==> src/rtl/sram_row_ctrl_pkg.sv <==
// Shared definitions for the bitcell row sequencer: FSM state encoding and default geometry.
package sram_row_ctrl_pkg;

    localparam int DEF_ADDR_W     = 4;
    localparam int DEF_DATA_W     = 8;
    localparam int DEF_ACC_CYCLES = 2;

    typedef enum logic [1:0] {
        ST_IDLE    = 2'd0,
        ST_SETUP   = 2'd1,
        ST_ACCESS  = 2'd2,
        ST_RECOVER = 2'd3
    } state_t;

    // Width of the ACCESS-cycle counter; never zero, even for a single-cycle access.
    function automatic int cnt_width(input int n);
        return (n > 1) ? $clog2(n) : 1;
    endfunction

endpackage

==> src/rtl/sram_row_dec.sv <==
// Registered ADDR_W -> 2**ADDR_W one-hot word-select decoder with enable; outputs clear asynchronously on reset.
module sram_row_dec #(
    parameter int ADDR_W = 4
) (
    input  logic                   clk,
    input  logic                   rst,
    input  logic                   en,
    input  logic [ADDR_W-1:0]      addr,
    output logic [(1<<ADDR_W)-1:0] row_sel
);

    always_ff @(posedge clk or posedge rst) begin
        if (rst) begin
            row_sel <= '0;
        end else begin
            row_sel <= '0;
            if (en) row_sel[addr] <= 1'b1;
        end
    end

endmodule

==> src/rtl/sram_row_ctrl.sv <==
// Request sequencer for the NAND-latch bitcell array: IDLE -> SETUP -> ACCESS -> RECOVER.
// Define SRAM_CTRL_READBACK_EN to verify every write with a read of the same row.
module sram_row_ctrl
    import sram_row_ctrl_pkg::*;
#(
    parameter int ADDR_W     = DEF_ADDR_W,
    parameter int DATA_W     = DEF_DATA_W,
    parameter int ACC_CYCLES = DEF_ACC_CYCLES
) (
    input  logic                   clk,
    input  logic                   rst,
    input  logic                   req_valid,
    output logic                   req_ready,
    input  logic                   req_we,
    input  logic [ADDR_W-1:0]      req_addr,
    input  logic [DATA_W-1:0]      req_wdata,
    output logic                   rsp_valid,
    output logic [DATA_W-1:0]      rsp_rdata,
    output logic                   rsp_err,
    output logic [(1<<ADDR_W)-1:0] row_sel,
    output logic                   r_w,
    output logic [DATA_W-1:0]      bit_in,
    input  logic [DATA_W-1:0]      col_out
);

    localparam int CNT_W = cnt_width(ACC_CYCLES);
    localparam logic [CNT_W-1:0] CNT_LAST = CNT_W'(ACC_CYCLES - 1);

    state_t            state, nxt_state;
    logic [CNT_W-1:0]  cnt, nxt_cnt;
    logic              nxt_rw;
    logic [DATA_W-1:0] nxt_bit_in;
    logic              sel_en;
    logic              capture;
    logic              respond;
    logic              accept;
    logic [ADDR_W-1:0] addr_q;

`ifdef SRAM_CTRL_READBACK_EN
    logic              we_q;
    logic [DATA_W-1:0] wdata_q;
    logic              rb_q, nxt_rb;
    logic              rsp_err_q;
`endif

    assign accept = (state == ST_IDLE) && req_valid && req_ready;

    always_comb begin
        nxt_state  = state;
        nxt_cnt    = cnt;
        nxt_rw     = r_w;
        nxt_bit_in = bit_in;
        sel_en     = 1'b0;
        capture    = 1'b0;
        respond    = 1'b0;
`ifdef SRAM_CTRL_READBACK_EN
        nxt_rb     = rb_q;
`endif
        case (state)
            ST_IDLE: begin
                if (accept) begin
                    nxt_state  = ST_SETUP;
                    nxt_rw     = req_we;
                    nxt_bit_in = req_we ? req_wdata : '0;
`ifdef SRAM_CTRL_READBACK_EN
                    nxt_rb     = 1'b0;
`endif
                end
            end
            ST_SETUP: begin
                nxt_state = ST_ACCESS;
                sel_en    = 1'b1;
                nxt_cnt   = '0;
            end
            ST_ACCESS: begin
                // Leaving the last ACCESS cycle: sel drops and read data is sampled on the same edge.
                if (cnt == CNT_LAST) begin
                    nxt_state = ST_RECOVER;
                    capture   = !r_w;
`ifdef SRAM_CTRL_READBACK_EN
                    respond   = !r_w || rb_q;
`else
                    respond   = 1'b1;
`endif
                end else begin
                    sel_en  = 1'b1;
                    nxt_cnt = cnt + CNT_W'(1);
                end
            end
            ST_RECOVER: begin
                nxt_state = ST_IDLE;
`ifdef SRAM_CTRL_READBACK_EN
                if (we_q && !rb_q) begin
                    nxt_state  = ST_SETUP;
                    nxt_rw     = 1'b0;
                    nxt_bit_in = '0;
                    nxt_rb     = 1'b1;
                end
`endif
            end
            default: nxt_state = ST_IDLE;
        endcase
    end

    always_ff @(posedge clk or posedge rst) begin
        if (rst) begin
            state     <= ST_IDLE;
            cnt       <= '0;
            r_w       <= 1'b0;
            bit_in    <= '0;
            req_ready <= 1'b1;
            rsp_valid <= 1'b0;
            rsp_rdata <= '0;
        end else begin
            state     <= nxt_state;
            cnt       <= nxt_cnt;
            r_w       <= nxt_rw;
            bit_in    <= nxt_bit_in;
            req_ready <= (nxt_state == ST_IDLE);
            rsp_valid <= respond;
            if (capture) rsp_rdata <= col_out;
        end
    end

    // Request fields are pure data: captured on accept, no reset needed.
    always_ff @(posedge clk) begin
        if (accept) begin
            addr_q <= req_addr;
`ifdef SRAM_CTRL_READBACK_EN
            we_q    <= req_we;
            wdata_q <= req_wdata;
`endif
        end
    end

`ifdef SRAM_CTRL_READBACK_EN
    always_ff @(posedge clk or posedge rst) begin
        if (rst) begin
            rb_q      <= 1'b0;
            rsp_err_q <= 1'b0;
        end else begin
            rb_q <= nxt_rb;
            if (respond) rsp_err_q <= capture && rb_q && (col_out != wdata_q);
        end
    end
    assign rsp_err = rsp_err_q;
`else
    assign rsp_err = 1'b0;
`endif

    sram_row_dec #(
        .ADDR_W (ADDR_W)
    ) u_row_dec (
        .clk     (clk),
        .rst     (rst),
        .en      (sel_en),
        .addr    (addr_q),
        .row_sel (row_sel)
    );

endmodule

==> config.mk <==
export PLATFORM = sky130hd
export DESIGN_NAME = sram_row_ctrl
export DESIGN_NICKNAME = d
export VERILOG_FILES = /design/src/rtl/sram_row_ctrl_pkg.sv /design/src/rtl/sram_row_dec.sv /design/src/rtl/sram_row_ctrl.sv
export SDC_FILE = /design/constraint.sdc
export NUM_CORES = 1
export LEC_CHECK = 0
export BUFFER_PORTS_ARGS = -buffer_cell sky130_fd_sc_hd__buf_2
export CAP_MARGIN = 5
export CORE_ASPECT_RATIO = 0.9
export CORE_MARGIN = 1
export CORE_UTILIZATION = 42
export CTS_BUF_LIST = sky130_fd_sc_hd__clkbuf_16
export CTS_CLUSTER_DIAMETER = 100
export DETAILED_ROUTE_END_ITERATION = 12
export PLACE_DENSITY = 0.78
export SLEW_MARGIN = 20
export SYNTH_ARGS = -nofsm -noshare
export SYNTH_HDL_FRONTEND = slang
export SYNTH_SLANG_ARGS = --single-unit
==> constraint.sdc <==
create_clock -name clk -period 3.48 [get_ports clk]
set_input_delay 0.696 -clock clk [delete_from_list [all_inputs] [get_ports clk]]
set_output_delay 0.696 -clock clk [all_outputs]
set_load 0.02 [all_outputs]
# After elaboration in Yosys (flattened, before gate mapping)
# Index checks and enable logic that the tools add are counted.
[totals]
reg_bits = 42
input_bits = 24
out_inout_bits = 36
[op_classes]
addsub = 1
order_cmp = 2
n_eq_ne = 3
mux = 15
reduce_logical = 8
[op_table]
columns = ["operator", "n"]
rows = [
  ["16-bit 2-to-1 mux", 1],
  ["8-bit 2-to-1 mux", 1],
  ["2-bit case mux with 4 select lines", 1],
  ["1-bit 2-to-1 mux", 7],
  ["4-bit by 5-bit less-than comparator with 1-bit output, second input constant", 1],
  ["1-bit demux with 4-bit select", 1],
  ["2-bit equality test, second input constant", 2],
  ["4-bit by 1-bit >= comparator with 1-bit output, second input constant", 1],
  ["2-bit zero test", 2],
  ["2-bit 2-to-1 mux", 2],
  ["1-bit case mux with 2 select lines", 2],
  ["1-bit logical AND", 3],
  ["2-bit by 1-bit equality test with 1-bit output, second input constant", 1],
  ["2-bit AND reduction", 1],
  ["2-bit nonzero test", 1],
  ["1-bit adder, second input constant", 1],
  ["1-bit zero test", 1],
]

# Longest topological paths before layout
[logic_depth]
depth_word = 6
depth_mapped = 5
ltp_nobuf = 4

# By module
# From an unflattened synthesis, not the netlist that was laid out.
[hier_totals]
hier_cells = 122
area_unflattened_um2 = 1620.3
[modules_own_cells]
columns = ["module", "instances", "cells_each", "area_per_inst_um2"]
rows = [
  ["sram_row_ctrl", 1, 82, 1098.6],
  ["sram_row_dec", 1, 40, 521.8],
]

# Worst setup path before layout
# OpenSTA, ideal clock, no wires.
[synth_path]
path_kind = "register -> register"
from = "register state[0]"
to = "register u_row_dec.row_sel[0]"
setup_ns = 0.107
t_arrival_ns = 1.513
required_ns = 3.373
setup_slack_ns = 1.860
path_stages_with_launch = 5
path_buffers = 0
cell_sequence = "dfrtp_1 > inv_1 > ha_1 > or3b_4 > a2111oi_4"
[synth_between]
elab_chain_len = 3
word_cells_on_any_way = 4
classes_between = "eq/ne: 2; mux: 2"
[synth_rtl]
columns = ["element", "line", "source"]
rows = [
  ["start, declared", "sram_row_ctrl.sv:29", "state_t state, nxt_state;"],
  ["start signal, assigned", "sram_row_ctrl.sv:115", "state <= nxt_state;"],
  ["2-bit equality test or 2-bit by 1-bit equality test with 1-bit output (tied branches)", "sram_row_ctrl.sv:59", "case (state)"],
  ["1-bit case mux with 2 select lines (*)", "sram_row_ctrl.sv:59", ""],
  ["16-bit 2-to-1 mux (*)", "sram_row_dec.sv:17", "if (en) row_sel[addr] <= 1'b1;"],
  ["end signal, assigned", "sram_row_dec.sv:14", "row_sel <= '0;"],
  ["end signal, assigned", "sram_row_dec.sv:16", "row_sel <= '0;"],
  ["end signal, assigned by index", "sram_row_dec.sv:17", ""],
  ["end, declared", "sram_row_dec.sv:9", "output logic [(1<<ADDR_W)-1:0] row_sel"],
]
# Mark *: on every way between the ends. The rest lies on a longest branch, timed or not.
# A chain may end at the register's enable or synchronous reset.

# Worst setup path after layout
[layout_path]
from = "register state[0]"
to = "register r_w"
[layout_between]
elab_chain_len = 4
[layout_rtl]
columns = ["element", "line", "source"]
rows = [
  ["2-bit zero test (*)", "sram_row_ctrl.sv:46, sram_row_ctrl.sv:59", ""],
  ["1-bit logical AND (2 in series)", "sram_row_ctrl.sv:46", "assign accept = (state == ST_IDLE) && req_valid && req_ready;"],
  ["2-bit AND reduction (no line) (*)", "--", ""],
  ["end signal, assigned", "sram_row_ctrl.sv:117", "r_w <= nxt_rw;"],
  ["end, declared", "sram_row_ctrl.sv:21", "output logic r_w,"],
]
# Marked as above.

==> run_results.csv <==
group,metric,value,unit
floorplanning,die_y,61.6,µm
pwr,vdd_drop_max,347,µV
sta,rsz0062_at_grt,"false",
cts,cts_setup_buffers,0,
setup_path,worst_path_largest_cell_delay,0.64,ns
placement,io_buffer_count,58,
routing,drt-wirelength-per-cell,12.7,µm
sta,drv_slew,0,
sta,period_needed,1.90,ns
cts,clockBufferDepth,2,
setup_path,reg2reg_from,"state[0]",
setup_path,cp_top_family,"simple AND/OR/NAND/NOR gates",
sta,tns,0,ns
setup_path,end_kind,"flip-flop",
cts,clock_latency,0.27,ns
setup_path,crit_arrival,2.05,ns
placement,place_congestion,0.809,
synthesis,yosys_warnings,0,
global_routing,track_usage,15.5,%
final_layout,final_cell_area,0.00215,mm²
global_routing,grt_max_degree,34,
setup_path,worstSetupPathType,"reg -> reg",
cts,cts.sinks,42,
final_layout,area_delta_synth_final,29.6,%
synthesis,yosysSeqAreaShare,64.8,%
global_routing,grt_pass1_vias,1023,
synthesis,synth_nets,147,
final_layout,fillers,310,
floorplanning,dieArea,0.00420,mm²
setup_path,crit_chain,"inv_1 -> ha_1 -> and3_1 -> mux2_2",
floorplanning,io_pins,60,
setup_path,startpoint,"state[0]",
routing,firstDrtPassIters,4,
job,max_cap_viol_count,0,
floorplanning,rows,21,
hold_path,hp-start,"state[0]",
hold_path,hp-class,"reg -> reg",
sta,fmax,0.528,GHz
placement,place_area,0.00199,mm²
routing,vias_per_cell,4.78,
global_routing,gr-total-overflow,0,
routing,wl,2880,µm
synthesis,ys_seq_elements,42,
setup_path,crit_buf_inv,1,
setup_path,r2r_end,"r_w",
pwr,powerDensity,868,mW/mm²
global_routing,antenna_found_initial,0,
pwr,p_leak,1.06,nW
sta,post-route-period-util,54.5,%
cts,clk_pin_slew_worst_paths,0.05,ns
setup_path,critPathMaxFanout,15,
sta,fin_worst_skew,0.00416,ns
floorplanning,start_util,44.1,%
floorplanning,core_area,0.00376,mm²
sta,hold_viol_final,0,
final_layout,fin_util,57.1,%
hold_path,hold_depth,1,
setup_path,r2r_slack,1.58,ns
routing,antenna_left,0,
cts,root_buffer,"clkbuf_16",
synthesis,syn-cell-area,0.00166,mm²
final_layout,nNetsFinal,208,
routing,first_iter_violations,38,
cts,ctsResizeCount,0,
setup_path,crit_slowest_cell,"and3_1",
outcome,status,"completed",
cts,cts_tree,"built",
setup_path,ff2ff_path_depth,4,
sta,whs,0.493,ns
synthesis,avgSynthCellArea,13.8,µm²
hold_path,hold_end,"req_ready",
sta,worst_pin_slew,0.708,ns
cts,htreeDepth,2,
final_layout,multi_input_area,514,µm²
floorplanning,dieWidth,68.2,µm
setup_path,cp-start-kind,"flip-flop",
sta,setup_viol,0,
final_layout,seqCellArea,0.00107,mm²
final_layout,num_antenna_cells,0,
final_layout,drive_above_1_share,44.2,%
cts,cts_buffers,5,
synthesis,synth_cell_types,26,
setup_path,crit_required,3.64,ns
sta,slew_headroom,52.8,%
cts,hold_buffers,0,
synthesis,syn_inst,120,
routing,vias,1086,
global_routing,grt_pass1_wl,4550,µm
routing,drc_errors,0,
==> power breakdown <==
| group | internal [mW] | switching [mW] | total (mW) | leakage [nW] |
|---|---|---|---|---|
| Clock | 0.331 | 0.161 | 0.493 | 0.0773 |
| Combinational | 0.254 | 0.398 | 0.652 | 0.452 |
| Sequential | 0.644 | 0.0747 | 0.719 | 0.525 |
==> cell type report <==
| class | count | area share [%] |
|---|---|---|
| Multi-Input combinational cell | 61 | 24.0 |
| Tap cell | 46 | 2.68 |
| Inverter | 12 | 2.10 |
| Timing Repair Buffer | 59 | 13.9 |
| Clock buffer | 5 | 5.83 |
| Sequential cell | 42 | 50.0 |
| Clock inverter | 2 | 1.57 |
==> cells in the mapped netlist <==
cell type	number	share of area, %
nor2b_1	1	0.38
nand2_1	9	2.0
edfxtp_1	4	7.3
and3_1	1	0.38
or3_2	1	0.45
or3b_4	1	0.68
mux2_2	10	6.8
conb_1	1	0.23
dfrtp_1	37	56
a2111oi_0	3	1.6
inv_1	12	2.7
mux2i_1	8	4.8
clkbuf_1	2	0.45
o32a_1	1	0.60
a2111oi_4	1	1.7
nand3b_1	3	1.4
buf_2	1	0.30
buf_4	1	0.45
a211oi_1	12	5.4
dfstp_2	1	1.6
buf_1	1	0.23
nand3_1	1	0.30
ha_1	3	2.3
and2_1	1	0.38
o41ai_1	1	0.53
nand2b_1	3	1.1
==> through the flow <==
step	total power, mW	std cells	setup slack, ns
after floorplan	1.19	120	1.86
after global placement	1.35	220	1.58
after detailed placement	1.38	220	1.56
after CTS	1.89	227	1.56
after global routing	1.99	227	1.48
final	1.86	227	1.58
==> cell families after synthesis <==
group	Yosys count	synth area share (%)
flip-flops	42	64.8
AND/OR/NAND/NOR	21	7.11
AO/OA/AOI/OAI	18	9.83
multiplexers	18	11.6
buffers and inverters	17	4.16
adder cells (fa/ha/maj)	3	2.27
other	1	0.227
==> worst register-to-register path, cell delays in order (launching register included) <==
cell	delay [ns]
dfrtp_1	0.41
inv_1	0.11
ha_1	0.22
and3_1	0.64
mux2_2	0.41
==> placed cells by master, fill, tap and decap left out, drive strengths merged, types with 3 or more instances in the layout <==
cell	synthesis	final
nand2	9	9
clkbuf	2	5
nand2b	3	3
edfxtp	4	4
a2111oi	4	4
a211oi	12	12
buf	3	59
inv	12	12
mux2i	8	8
dfrtp	37	37
ha	3	3
mux2	10	10
nand3b	3	3
==> flip-flops by register name, summed over array words and instances, names as in the netlist <==
register / cells
cnt: 1
state: 2
r_w: 1
req_ready: 1
u_row_dec.row_sel: 16
bit_in: 8
rsp_valid: 1
rsp_rdata: 8
addr_q: 4
==> routing by layer <==
layer | wire, µm | track usage [%]
met1 | 1210 | 18.4
met2 | 1400 | 24.4
met3 | 240 | 7.22
met4 | 34 | 6.25
met5 | 0 | 0
==> worst max path at each step <==
stage	end	slack, ns	depth (start not counted)
after floorplan	u_row_dec.row_sel[0]	1.86	4
after detailed placement	r_w	1.56	3
after CTS	r_w	1.56	4
after global routing	r_w	1.48	4
after global placement	r_w	1.58	3
final	r_w	1.58	4
(Power assumes the default switching activity.)
